--- config.mk ---
export PLATFORM = sky130hd
export DESIGN_NAME = br_ckpt_ctrl
export DESIGN_NICKNAME = d
export VERILOG_FILES = /design/src/rtl/br_ckpt_ctrl.sv
export SDC_FILE = /design/constraint.sdc
export NUM_CORES = 1
export LEC_CHECK = 0
export BUFFER_PORTS_ARGS = -buffer_cell sky130_fd_sc_hd__buf_2
export CORE_AREA = 2 2 54 107
export CTS_CLUSTER_SIZE = 24
export DETAILED_ROUTE_END_ITERATION = 8
export DIE_AREA = 0 0 56 109
export GPL_TIMING_DRIVEN = 0
export PLACE_DENSITY = 0.79
export SKIP_LAST_GASP = 1
export SYNTH_ARGS = -nofsm -noshare
export SYNTH_HDL_FRONTEND = slang
export SYNTH_SLANG_ARGS = --single-unit
--- constraint.sdc ---
create_clock -name clk -period 3.9 [get_ports clk]
set_clock_uncertainty 0.15 [all_clocks]
set_input_delay 0.585 -clock clk [delete_from_list [all_inputs] [get_ports clk]]
set_output_delay 0.585 -clock clk [all_outputs]
set_load 0.02 [all_outputs]
--- src/rtl/br_ckpt_ctrl.sv ---
// Branch checkpoint controller: snapshots free-list head / ROB tail per dispatched
// branch, releases on correct resolve, and drives a one-cycle recovery on mispredict.
module br_ckpt_ctrl #(
   parameter int NUM_CKPT  = 4,
   parameter int TAG_W     = 2,
   parameter int FL_PTR_W  = 5,
   parameter int ROB_PTR_W = 5
) (
   input  logic                 clk,
   input  logic                 rst,
   input  logic                 dispatch_en_i,
   input  logic                 dispatch_is_br_i,
   input  logic [FL_PTR_W-1:0]  fl_head_i,
   input  logic [ROB_PTR_W-1:0] rob_tail_i,
   input  logic                 br_resolve_en_i,
   input  logic [TAG_W-1:0]     br_resolve_tag_i,
   input  logic                 br_mispredict_i,
   output logic                 br_stall_o,
   output logic                 dispatch_stall_o,
   output logic [TAG_W-1:0]     br_tag_o,
   output logic [NUM_CKPT-1:0]  br_mask_o,
   output logic                 fl_recover_en_o,
   output logic [FL_PTR_W-1:0]  fl_recover_head_o,
   output logic                 rob_recover_en_o,
   output logic [ROB_PTR_W-1:0] rob_recover_tail_o,
   output logic [NUM_CKPT-1:0]  squash_mask_o
);

   logic [NUM_CKPT-1:0]                valid, valid_nxt;
   logic [NUM_CKPT-1:0][FL_PTR_W-1:0]  fl_head;
   logic [NUM_CKPT-1:0][ROB_PTR_W-1:0] rob_tail;
   logic [NUM_CKPT-1:0][NUM_CKPT-1:0]  dep;
   logic                               rec_en;
   logic [FL_PTR_W-1:0]                rec_head;
   logic [ROB_PTR_W-1:0]               rec_tail;
   logic [NUM_CKPT-1:0]                rec_sq;

   logic                res_hit, res_ok, res_bad, alloc;
   logic [TAG_W-1:0]    alloc_idx;
   logic [NUM_CKPT-1:0] clr, kill;

   assign br_stall_o         = &valid;
   assign dispatch_stall_o   = rec_en;
   assign fl_recover_en_o    = rec_en;
   assign rob_recover_en_o   = rec_en;
   assign fl_recover_head_o  = rec_head;
   assign rob_recover_tail_o = rec_tail;
   assign squash_mask_o      = rec_sq;

   always_comb begin
      res_hit   = valid[br_resolve_tag_i];
      res_ok    = br_resolve_en_i & ~br_mispredict_i & res_hit;
      res_bad   = br_resolve_en_i &  br_mispredict_i & res_hit;
      alloc_idx = '0;
      clr       = '0;
      kill      = '0;
      // descending scan so the lowest free index is the one left standing
      for (int k = NUM_CKPT-1; k >= 0; k--)
         if (!valid[k]) alloc_idx = TAG_W'(k);
      for (int j = 0; j < NUM_CKPT; j++) begin
         clr[j]  = res_ok & (TAG_W'(j) == br_resolve_tag_i);
         kill[j] = res_bad & ((TAG_W'(j) == br_resolve_tag_i) |
                              (valid[j] & dep[j][br_resolve_tag_i]));
      end
      br_tag_o  = br_stall_o ? '0 : alloc_idx;
      br_mask_o = valid & ~clr;
      alloc     = dispatch_en_i & dispatch_is_br_i & ~br_stall_o & ~rec_en & ~res_bad;
      valid_nxt = valid & ~clr & ~kill;
      if (alloc) valid_nxt[alloc_idx] = 1'b1;
   end

   always_ff @(posedge clk) begin
      if (rst) begin
         valid    <= '0;
         dep      <= '0;
         fl_head  <= '0;
         rob_tail <= '0;
         rec_en   <= 1'b0;
         rec_head <= '0;
         rec_tail <= '0;
         rec_sq   <= '0;
      end else begin
         valid  <= valid_nxt;
         rec_en <= res_bad;
         if (res_ok)
            for (int j = 0; j < NUM_CKPT; j++) dep[j][br_resolve_tag_i] <= 1'b0;
         if (alloc) begin
            fl_head[alloc_idx]  <= fl_head_i;
            rob_tail[alloc_idx] <= rob_tail_i;
            dep[alloc_idx]      <= br_mask_o;
         end
         if (res_bad) begin
            rec_head <= fl_head[br_resolve_tag_i];
            rec_tail <= rob_tail[br_resolve_tag_i];
            rec_sq   <= kill;
         end
      end
   end

endmodule

# ---- Word-level counts from Yosys, hierarchy flattened
# Index checks and enable logic that the tools add are counted.
dict set report totals {
  reg_bits 75
  inputBits 18
  out_inout_bits 24
  wordCells 100
}
dict set report classes {
  magnitude_cmp 4
  eq_ne 3
  mux 34
  bitwise 38
  reduce_logical 4
}
# operator count
set ops {}
lappend ops {{two-way mux 16 bit} 3}
lappend ops {{bitwise mux 20 bit} 2}
lappend ops {{bitwise AND 4 bit} 6}
lappend ops {{bitwise AND 1 bit} 20}
lappend ops {{binary-select mux 5 bit (select 2 bit)} 2}
lappend ops {{bitwise mux 16 bit} 1}
lappend ops {{two-way mux 5 bit} 3}
lappend ops {{inverter 4 bit} 3}
lappend ops {{binary-select mux 1 bit (select 2 bit)} 5}
lappend ops {{demux 5 bit (select 2 bit)} 1}
lappend ops {{two-way mux 2 bit} 5}
lappend ops {{demux 4 bit (select 2 bit)} 1}
lappend ops {{two-way mux 4 bit} 2}
lappend ops {{two-way mux 1 bit} 7}
lappend ops {{less-than comparator 2 x 3 -> 1 bit (second input constant)} 2}
lappend ops {{demux 1 bit (select 2 bit)} 2}
lappend ops {{equality test 2 bit (first input constant)} 2}
lappend ops {{>= comparator 2 x 1 -> 1 bit (second input constant)} 2}
lappend ops {{inverter 1 bit} 4}
lappend ops {{bitwise OR 1 bit} 4}
lappend ops {{bitwise OR 4 bit} 1}
lappend ops {{AND reduction 4 bit} 1}
lappend ops {{equality test 1 x 2 -> 1 bit (first input constant)} 1}
lappend ops {{logical AND 1 bit} 2}
lappend ops {{logical NOT 2 bit} 1}

# ---- Logic depth before layout (Yosys ltp)
dict set report logic_depth {
  depth_word 10
  mapped_depth 8
  depth_no_buf 4
}

# ---- Worst setup path before layout
# OpenSTA, ideal clock, no wires.
dict set report synth_timing {
  kind {in2reg}
  from {input port br_resolve_tag_i[1]}
  to {register fl_head[5] (netlist name)}
  setup_time_ps 120
  arrival_time_ps 2028
  required_time_ps 3630
  setup_slack_ps 1602
  path_stages 8
  n_path_buf 4
  path_cell_list {buf_6 -> mux2i_2 -> o22ai_2 -> buf_6 -> or4_4 -> buf_6 -> buf_8 -> mux2i_1}
}
dict set report synth_between {
  elab_chain_cells 5
}
# item line_no
set synth_rtl {}
lappend synth_rtl {{start: declaration} 16} ;# input logic [TAG_W-1:0] br_resolve_tag_i,
lappend synth_rtl {{binary-select mux 1 bit (select 2 bit)} 51} ;# res_hit = valid[br_resolve_tag_i];
lappend synth_rtl {{two-way mux 1 bit (implied by the code)} 51}
lappend synth_rtl {{bitwise AND 1 bit} 53} ;# res_bad = br_resolve_en_i & br_mispredict_i & res_hit;
lappend synth_rtl {{inverter 1 bit} 67} ;# alloc = dispatch_en_i & dispatch_is_br_i & ~br_stall_o & ~rec_en & ~res_bad;
lappend synth_rtl {{bitwise AND 1 bit} 67}
lappend synth_rtl {{end signal: indexed assignment} 88} ;# fl_head[alloc_idx] <= fl_head_i;
lappend synth_rtl {{end: declaration} 30} ;# logic [NUM_CKPT-1:0][FL_PTR_W-1:0] fl_head;
# Every way passes these cells. The select of a mux whose other input is x is not followed.
# A chain may end at the register's enable or synchronous reset.

# ---- Worst setup path in the final report
dict set report layout_timing {
  from {input port br_resolve_tag_i[1]}
  to {output port br_mask_o[2]}
}
dict set report layout_between {
  elab_chain_cells 6
  word_cells_on_any_way 7
  classes_between {eq/ne (1); mux (2); bitwise (4)}
}
# item line_no
set layout_rtl {}
lappend layout_rtl {{binary-select mux 1 bit (select 2 bit)} 51}
lappend layout_rtl {{two-way mux 1 bit (implied by the code)} 51}
lappend layout_rtl {{bitwise AND 1 bit} 52} ;# res_ok = br_resolve_en_i & ~br_mispredict_i & res_hit;
lappend layout_rtl {{bitwise AND 1 bit (*)} 61} ;# clr[j] = res_ok & (TAG_W'(j) == br_resolve_tag_i);
lappend layout_rtl {{inverter 4 bit (*)} 66} ;# br_mask_o = valid & ~clr;
lappend layout_rtl {{bitwise AND 4 bit (*)} 66}
lappend layout_rtl {{end: declaration} 21} ;# output logic [NUM_CKPT-1:0] br_mask_o,
# Mark *: on every way between the ends. The rest lies on a longest branch, timed or not. The select of a mux whose other input is x is not followed.

==> impl_metrics.ini <==
[layout]
num_antenna_cells = 0
fin_cells = 438
nets = 392
drive_gt1_share_pct = 20.9
nFillCells = 444
area_growth_pct = 14.8

[global_route]
grt_max_degree = 12
grt-busiest-layer = met2
use_met1_pct = 29.7
grt_util_all_layers_pct = 24.8
use_met2_pct = 41.8
gr-usage-met3_pct = 5.93
grt_overflow = 0
grt_pass1_vias = 2397
antenna_found_initial = 0
grt_pass1_wl_um = 11400

[route]
antenna_left = 0
drt-initial-drc-count = 89
dr_total_vias = 2553
drc = 0
wl_per_cell_um = 16.3
routed_wl_um = 7130
dr.pass1.iters = 4
drt-vias-per-instance = 5.83

[placement]
io_buffers = 41
globalplace.congestion = 0.916
placed_cells = 423
pre_cts_slack_ns = 1.30
dp_hpwl_um = 5070

[clock_network]
clockRootBuffer = clkbuf_8
numCtsBuffers = 9
clockBufferDepth = 2
worstSkewPairLatency_ns = 0.35
cts_setup_buffers = 0
cts_htree_levels = 3
cts.sinks = 71
cts_tree = done
clk_pin_slew_ns = 0.07
post_cts_resized = 0
cts-hold-fix-buffers = 0

[synthesis]
synth_edf_count = 0
yosysTopAreaCell = dfxtp_1
synth_cell_type_count = 41
synthCells = 322
async_flop_share_pct = 0
ys.flop_type = dfxtp_1
synth_top_cells_by_count = nand2_1 (91), dfxtp_1 (71), mux2i_1 (47)
yosysTopAreaCellShare_pct = 45.8
ys_seq_area_share_pct = 45.8
syn_area_mm2 = 0.00310
ys_top_cells_by_area = dfxtp_1 (46%), mux2i_1 (15%), nand2_1 (11%)
synth_nets = 340
synth_most_common_cell = nand2_1
avgSynthCellArea_um2 = 9.63
ys.warnings.count = 0
ys_seq_elements = 71

[timing]
fin_crit_ns = 2.42
hold_viol_final = 0
layout_setup_ws_ns = 1.48
finalMaxSlewViolations = 0
final.setup.tns_ns = 0
clock.fmax_mhz = 413
rsz0062_at_grt = no
setup_violations = 0
timing.final.crit_share_pct = 62.1
worstMarginPinSlew_ns = 0.625
relSlewSlack_pct = 58.3

[min_path]
min_from = rob_recover_tail_o[2]
whs_path_depth = 2
hp-class = flip-flop to flip-flop

[die]
coreArea_mm2 = 0.00533
io_pins = 42
die_w_um = 56
fp.dieArea_mm2 = 0.00610
rows = 38
die_y_um = 109
start_util_pct = 58.2

[worst_setup_path]
crit_path_frequent_cell = buf_2
max_stage_delay_ns = 0.50
crit_chain = buf_2 > buf_6 > clkbuf_1 > a21boi_0 > buf_2
critPathKind = input pin to output port
critPathMaxFanout = 10
crit_start = br_resolve_tag_i[1]
r2r_cells = 6
crit_slowest_cell = clkbuf_1
startpoint_type = input pin
required_ns = 3.16
timing.rr.start = valid[1]
critPathCaptureType = output port
crit_arrival_ns = 1.69

[run_status]
outcome = finished clean

[power]
power.total_mw = 1.40
ir_drop_mv = 0.315
power.density_mw_per_mm2 = 394
p_leak_nw = 1.57

[run]
drv_cap = 0
==> layout make-up <==
cell class	instances	area, µm²	area share (%)
Buffer	28	154	4.32
Clock buffer	11	131	3.69
Multi-Input combinational cell	219	1510	42.4
Timing Repair Buffer	41	205	5.76
Tap cell	60	75.1	2.11
Clock inverter	4	47.5	1.34
Inverter	4	15.0	0.422
Sequential cell	71	1420	39.9
==> path summary, 6_finish.rpt <==
| path | to | slack [ns] |
|---|---|---|
| min | rob_recover_tail_o[2] | 0.30 |
| max reg2reg | rob_tail[17] | 1.58 |
| max | br_mask_o[2] | 1.48 |
| min reg2reg | rob_recover_tail_o[2] | 0.30 |
==> placed cells by master, fill, tap and decap left out, types with 3 or more instances in the layout <==
master / Yosys / layout
a21oi_1: 21 / 21
buf_2: 3 / 44
buf_4: 3 / 3
buf_6: 3 / 3
clkbuf_1: 18 / 20
clkbuf_8: 0 / 9
dfxtp_1: 71 / 71
inv_1: 3 / 3
mux2i_1: 47 / 47
mux4_2: 10 / 10
nand2_1: 91 / 91
nand3_1: 3 / 3
nand3b_1: 3 / 3
nor2_1: 4 / 4
o21a_1: 6 / 6
==> cell families after synthesis <==
logic type / synth area share (%)
and+or+nand+nor: 16.7
muxes: 22.9
DFF: 45.8
AOI/OAI and AO/OA: 9.16
buffers and inverters: 5.45
==> per-layer routing <==
layer / vias up / share of wire, % / routed length [µm]
met3: 16 / 5.9 / 424
met2: 88 / 50 / 3550
met5: - / 0 / 0
li1: 1219 / - / -
met4: 0 / 2.2 / 155
met1: 1230 / 42 / 3000
==> worst max-delay path, delay by kind of cell <==
kind,cells,cell delay [ns]
AO/OA/AOI/OAI,1,0.16
buffers and inverters,4,0.94
==> report_power, final <==
part / internal, mW / total [mW] / switching, mW
clock network: 0.290 / 0.553 / 0.263
logic: 0.0418 / 0.111 / 0.0691
registers: 0.735 / 0.740 / 0.00474
total: 1.07 / 1.40 / 0.337
==> flip-flops by register name (all words and copies together), names as in the netlist <==
| signal | count |
|---|---|
| fl_head | 20 |
| rob_tail | 20 |
| dep | 12 |
| fl_recover_head_o | 5 |
| rob_recover_tail_o | 5 |
| squash_mask_o | 4 |
| valid | 4 |
| dispatch_stall_o | 1 |
==> per-stage QoR <==
stage | instance area, µm² | utilization (%) | hold slack, ns
2_1_floorplan | 3100 | - | 0.274
3_3_place_gp | 3380 | 63.5 | 0.284
3_5_place_dp | 3380 | 63.5 | 0.291
4_1_cts | 3560 | 66.9 | 0.301
5_1_grt | 3560 | 66.9 | 0.313
6_report | 3560 | 66.9 | 0.297
(Power assumes the default switching activity.)
